===== src/rtl/timer_periph.sv =====
// timer_periph: memory-mapped prescaled timer.
// Takes the software config word (EN, MODE, CLR, LOAD) and returns a status
// word (COUNT, DONE, BUSY, PERIODS) built purely from registers.
module timer_periph #(
    parameter int unsigned PRESCALE = 4
) (
    input  logic        clk,
    input  logic        reset_n,
    input  logic [31:0] config_register,
    output logic [31:0] status_register
);

    typedef enum logic [1:0] {
        S_IDLE = 2'd0,
        S_RUN  = 2'd1,
        S_HALT = 2'd2
    } state_t;

    // Prescaler value on which a count tick fires.
    localparam logic [15:0] TICK_LAST = 16'(PRESCALE - 1);

    state_t      r_state;
    logic [23:0] r_count;
    logic        r_done;
    logic        r_busy;
    logic [5:0]  r_periods;
    logic [15:0] r_presc;
    logic        r_en_q;
    logic        r_clr_q;

    logic        w_en;
    logic        w_mode;
    logic        w_clr;
    logic [23:0] w_load;
    logic        w_en_rise;
    logic        w_clr_rise;
    logic        w_tick;
    logic [5:0]  w_periods_base;
    logic        w_unused_cfg;

    assign w_en   = config_register[0];
    assign w_mode = config_register[1];
    assign w_clr  = config_register[2];
    assign w_load = config_register[31:8];

    // Reserved config bits carry no meaning for this block.
    assign w_unused_cfg = ^config_register[7:3];

    assign w_en_rise  = w_en & ~r_en_q;
    assign w_clr_rise = w_clr & ~r_clr_q;
    assign w_tick     = (r_presc == TICK_LAST);

    // A clear arriving with a completion is applied first, so the
    // completion counts from zero.
    assign w_periods_base = w_clr_rise ? 6'd0 : r_periods;

    assign status_register = {r_periods, r_busy, r_done, r_count};

    // Timer FSM, edge detectors, counters and registered status fields.
    always_ff @(posedge clk or negedge reset_n) begin
        if (!reset_n) begin
            r_state   <= S_IDLE;
            r_count   <= 24'd0;
            r_done    <= 1'b0;
            r_busy    <= 1'b0;
            r_periods <= 6'd0;
            r_presc   <= 16'd0;
            r_en_q    <= 1'b0;
            r_clr_q   <= 1'b0;
        end else begin
            r_en_q  <= w_en;
            r_clr_q <= w_clr;

            if (w_clr_rise) begin
                r_done    <= 1'b0;
                r_periods <= 6'd0;
            end

            case (r_state)
                S_IDLE, S_HALT: begin
                    if (w_en_rise) begin
                        r_state <= S_RUN;
                        r_busy  <= 1'b1;
                        r_count <= 24'd0;
                        r_presc <= 16'd0;
                        r_done  <= 1'b0;
                    end
                end

                S_RUN: begin
                    if (!w_en) begin
                        // Abandon the run; count and done stay visible.
                        r_state <= S_IDLE;
                        r_busy  <= 1'b0;
                        r_presc <= 16'd0;
                    end else if (w_tick) begin
                        r_presc <= 16'd0;
                        // Live LOAD compare: >= so a lowered limit never wraps.
                        if (r_count >= w_load) begin
                            r_done    <= 1'b1;
                            r_periods <= 6'(w_periods_base + 6'd1);
                            if (w_mode) begin
                                r_count <= 24'd0;
                            end else begin
                                r_state <= S_HALT;
                                r_busy  <= 1'b0;
                            end
                        end else begin
                            r_count <= 24'(r_count + 24'd1);
                        end
                    end else begin
                        r_presc <= 16'(r_presc + 16'd1);
                    end
                end

                default: begin
                    r_state <= S_IDLE;
                    r_busy  <= 1'b0;
                end
            endcase
        end
    end

endmodule


===== config.mk =====
export PLATFORM = sky130hd
export DESIGN_NAME = timer_periph
export DESIGN_NICKNAME = d
export VERILOG_FILES = /design/src/rtl/timer_periph.sv
export SDC_FILE = /design/constraint.sdc
export NUM_CORES = 1
export LEC_CHECK = 0
export CAP_MARGIN = 0
export CORE_ASPECT_RATIO = 1.4
export CORE_MARGIN = 4
export CORE_UTILIZATION = 48
export DETAILED_ROUTE_END_ITERATION = 10
export PLACE_DENSITY = 0.78
export SYNTH_ARGS = -nofsm -noshare
export SYNTH_HDL_FRONTEND = slang
export SYNTH_SLANG_ARGS = --single-unit

===== constraint.sdc =====
create_clock -name clk -period 2.9 [get_ports clk]
set_clock_uncertainty 0.15 [all_clocks]
set_input_delay 0.725 -clock clk [delete_from_list [all_inputs] [get_ports clk]]
set_output_delay 0.725 -clock clk [all_outputs]
set_load 0.05 [all_outputs]

==> summary.md <==
| Metric | Value |
|---|---|
| Post-Route Setup TNS | 0 ps |
| Synth warn | 0 |
| Area post-placement | 4360 um2 |
| Lkg Pwr | about 0.0023 uW |
| Async S/R FF share, synth | 1.00 |
| Layout area overhead | 41.8% |
| Status | complete, no violations |
| Measured slew at the worst slew-check pin | around 600 ps |
| GP Congestion | 0.891 |
| Total core area | 6980 um2 |
| P per Cell Area | 330 nW/um2 |
| Hold Vio Cnt, Final | 0 |
| Max-slew violation count | 0 |
| Most frequent cells in the layout | dfrtp_1 (51), nor2_1 (42), clkdlybuf4s50_1 (36) |
| Maximum level of the CTS H-tree | 2 |
| Vias in the first global route | 3444 |
| Commonest non-fill, non-tap cell in the layout | dfrtp_1 |
| Fin area | about 5000 um2 |
| Clock Latency Late Sink | ~310 ps |
| Remaining global-route overflow | 0 |
| Tmin final | between 2000 and 3000 ps |
| Syn_nets | 439 |
| N_diodes | 0 |
| Io pins | 66 |
| # setup viols final | 0 |
| Initial Util | 0.497 |
| Antenna-violating nets left | 0 |
| Number of flops mapped to enable cells by yosys | 0 |
| Total global-route track usage | 0.231 |
| Seq/Total Area, Yosys | 0.375 |
| Fin nets | roughly 540 |
| Initial antenna violation count | 0 |
| Max_slew headroom | 0.597 |
| First-pass GRT wire length | ~16 mm |
| #FFs+latches synth | 52 |
| Largest net degree at the start of global routing | 26 |
| Post-layout util | 0.705 |
| Num CTS Buffers | 5 |
| CTS tree | yes |
| Synth Cell Area | between 3000 and 4000 um2 |
| Drt total wl | about 9.7 mm |
| Root buffer cell | clkbuf_8 |
| Buffers on Ports | 60 |
| Startpoint Class | primary input |
| Cells after synthesis | roughly 380 |
| FMAX | 347 MHz |
| Die X | 79.9 um |
| CP Capture Type | register |
| WL/cell | 16.9 um |
| Final HPWL DP | between 6 and 7 mm |
| Cts hold-fix bufs | 0 |
| Clk slew on worst S/H paths | roughly 100 ps |
| Primary FF master, synth | dfrtp_1 |
| Die Height | between 100 and 150 um |
| Clk sinks | 52 |
| WHS | about 250 ps |
| Max Cap Viol | 0 |
| Fin crit share | 0.994 |
| Die footprint | slightly below 9000 um2 |
| Crit path max fanout | 6 |
| Total power | 1620 uW |
| Layout cells sized above 1 | 0.247 |
| 1st-iter DRT viols | between 150 and 200 |
| Clock Tree Buf Depth | 2 |
| RSZ-0062 raised after global routing | no |
| Setup Crit Path Kind | in -> reg |
| DRT Pass-1 Iters | 5 |
| Drt drc | 0 |
| FP Rows | 36 |
| Via-per-instance ratio | approximately 5.9 |
| Unique masters post-synth | 56 |
| Avg Cell Area, Syn | just over 9 um2 |
| HP Class | in -> async |
| Via count | 3366 |
| Maximum vdd ir drop | 206 uV |
| CP arrival | between 2000 and 3000 ps |
| Req. time, crit path | about 2900 ps |
[cell usage after synthesis, types with 3 or more instances]
library cell | count | area (um2)
a21oi_1 | 11 | 55.1
a221o_1 | 19 | 190
and2_1 | 5 | 31.3
and3_1 | 22 | 138
buf_6 | 3 | 33.8
clkbuf_1 | 4 | 15.0
dfrtp_1 | 52 | 1300
ha_1 | 27 | 338
inv_1 | 30 | 113
nand2_1 | 34 | 128
nand2b_1 | 3 | 18.8
nand3_1 | 23 | 115
nand4_1 | 12 | 75.1
nor2_1 | 43 | 161
nor3_1 | 7 | 35.0
nor3b_1 | 3 | 22.5
o21a_1 | 3 | 22.5
o21ai_0 | 9 | 45.0
o31ai_1 | 3 | 22.5
or2_2 | 4 | 25.0
or3_1 | 3 | 18.8
xnor2_1 | 6 | 52.6
xor2_1 | 10 | 87.6
[worst max-delay path, cell delays in order]
cell	delay, ps
clkdlybuf4s50_1	450
inv_1	40
ha_1	280
nand4_1	190
nor4_4	70
buf_4	150
buf_4	130
a31o_4	250
a22o_4	300
a221o_1	350
[power by group]
group          internal (uW)  leakage (uW)  switching, uW
Sequential               744      0.000716           25.8
Clock                    305     0.0000645            249
Combinational            130       0.00154            170
[kinds of logic (layout without fill, tap and decap cells)]
kind of cell | after synthesis | after routing | share of synthesized area
and+or+nand+nor | 176 | 176 | 0.269
AOI/OAI and AO/OA | 63 | 66 | 0.155
DFF | 52 | 52 | 0.375
buffers and inverters | 41 | 138 | 0.0537
adders and majority gates | 27 | 27 | 0.0974
xor gates and xnor gates | 16 | 16 | 0.0404
muxes | 3 | 3 | 0.00938
[layer usage]
layer | wire length (um) | vias up | part of all wire | global-route usage
met4 | 249 | 0 | 0.026 | 0.101
li1 | - | 1576 | - | -
met2 | 5170 | 134 | 0.53 | 0.418
met3 | 473 | 23 | 0.049 | 0.0317
met5 | 0 | - | 0 | 0
met1 | 3780 | 1633 | 0.39 | 0.267
[layout make-up]
cell class	count	area (um2)
clock buffers	7	96.3
multi-input cells	288	2340
repair buffers	100	923
fillers	486	2060
well taps	95	119
inverters	30	113
clock inverters	1	30.0
flip-flops and latches	52	1300
[worst paths after layout]
kind	startpoint	endpoint	slack [ps]	depth (start not counted)
min	reset_n	r_count[5]	250	1
max	config_register[16]	r_count[18]	20	10
min in group clk	r_done	r_done	380	2
min reg2reg	r_done	r_done	380	2
max reg2reg	r_count[20]	r_periods[5]	140	9
max in group asynchronous	reset_n	r_count[18]	1720	2
[through the flow]
step	instances	setup slack, ps
floorplan	378	4.63
global placement	550	-522
detailed placement	550	-555
CTS	570	1.98
global route	573	5.09
finish	573	16.4
[registers in the layout (all words and copies together) (netlist names)]
signal and count:
r_done 1, r_periods 6, r_presc 16, r_count 24, r_state 2, r_en_q 1, r_busy 1, r_clr_q 1
[what timing repair did]
item | 4_1_cts | 5_1_grt
resized for setup | 58 | 33
pin swaps | 42 | 20
setup endpoints to repair | 33 | 25
setup buffers | 6 | 3
gates cloned | 6 | 0
No activity file was read; power rests on OpenSTA's default activity.
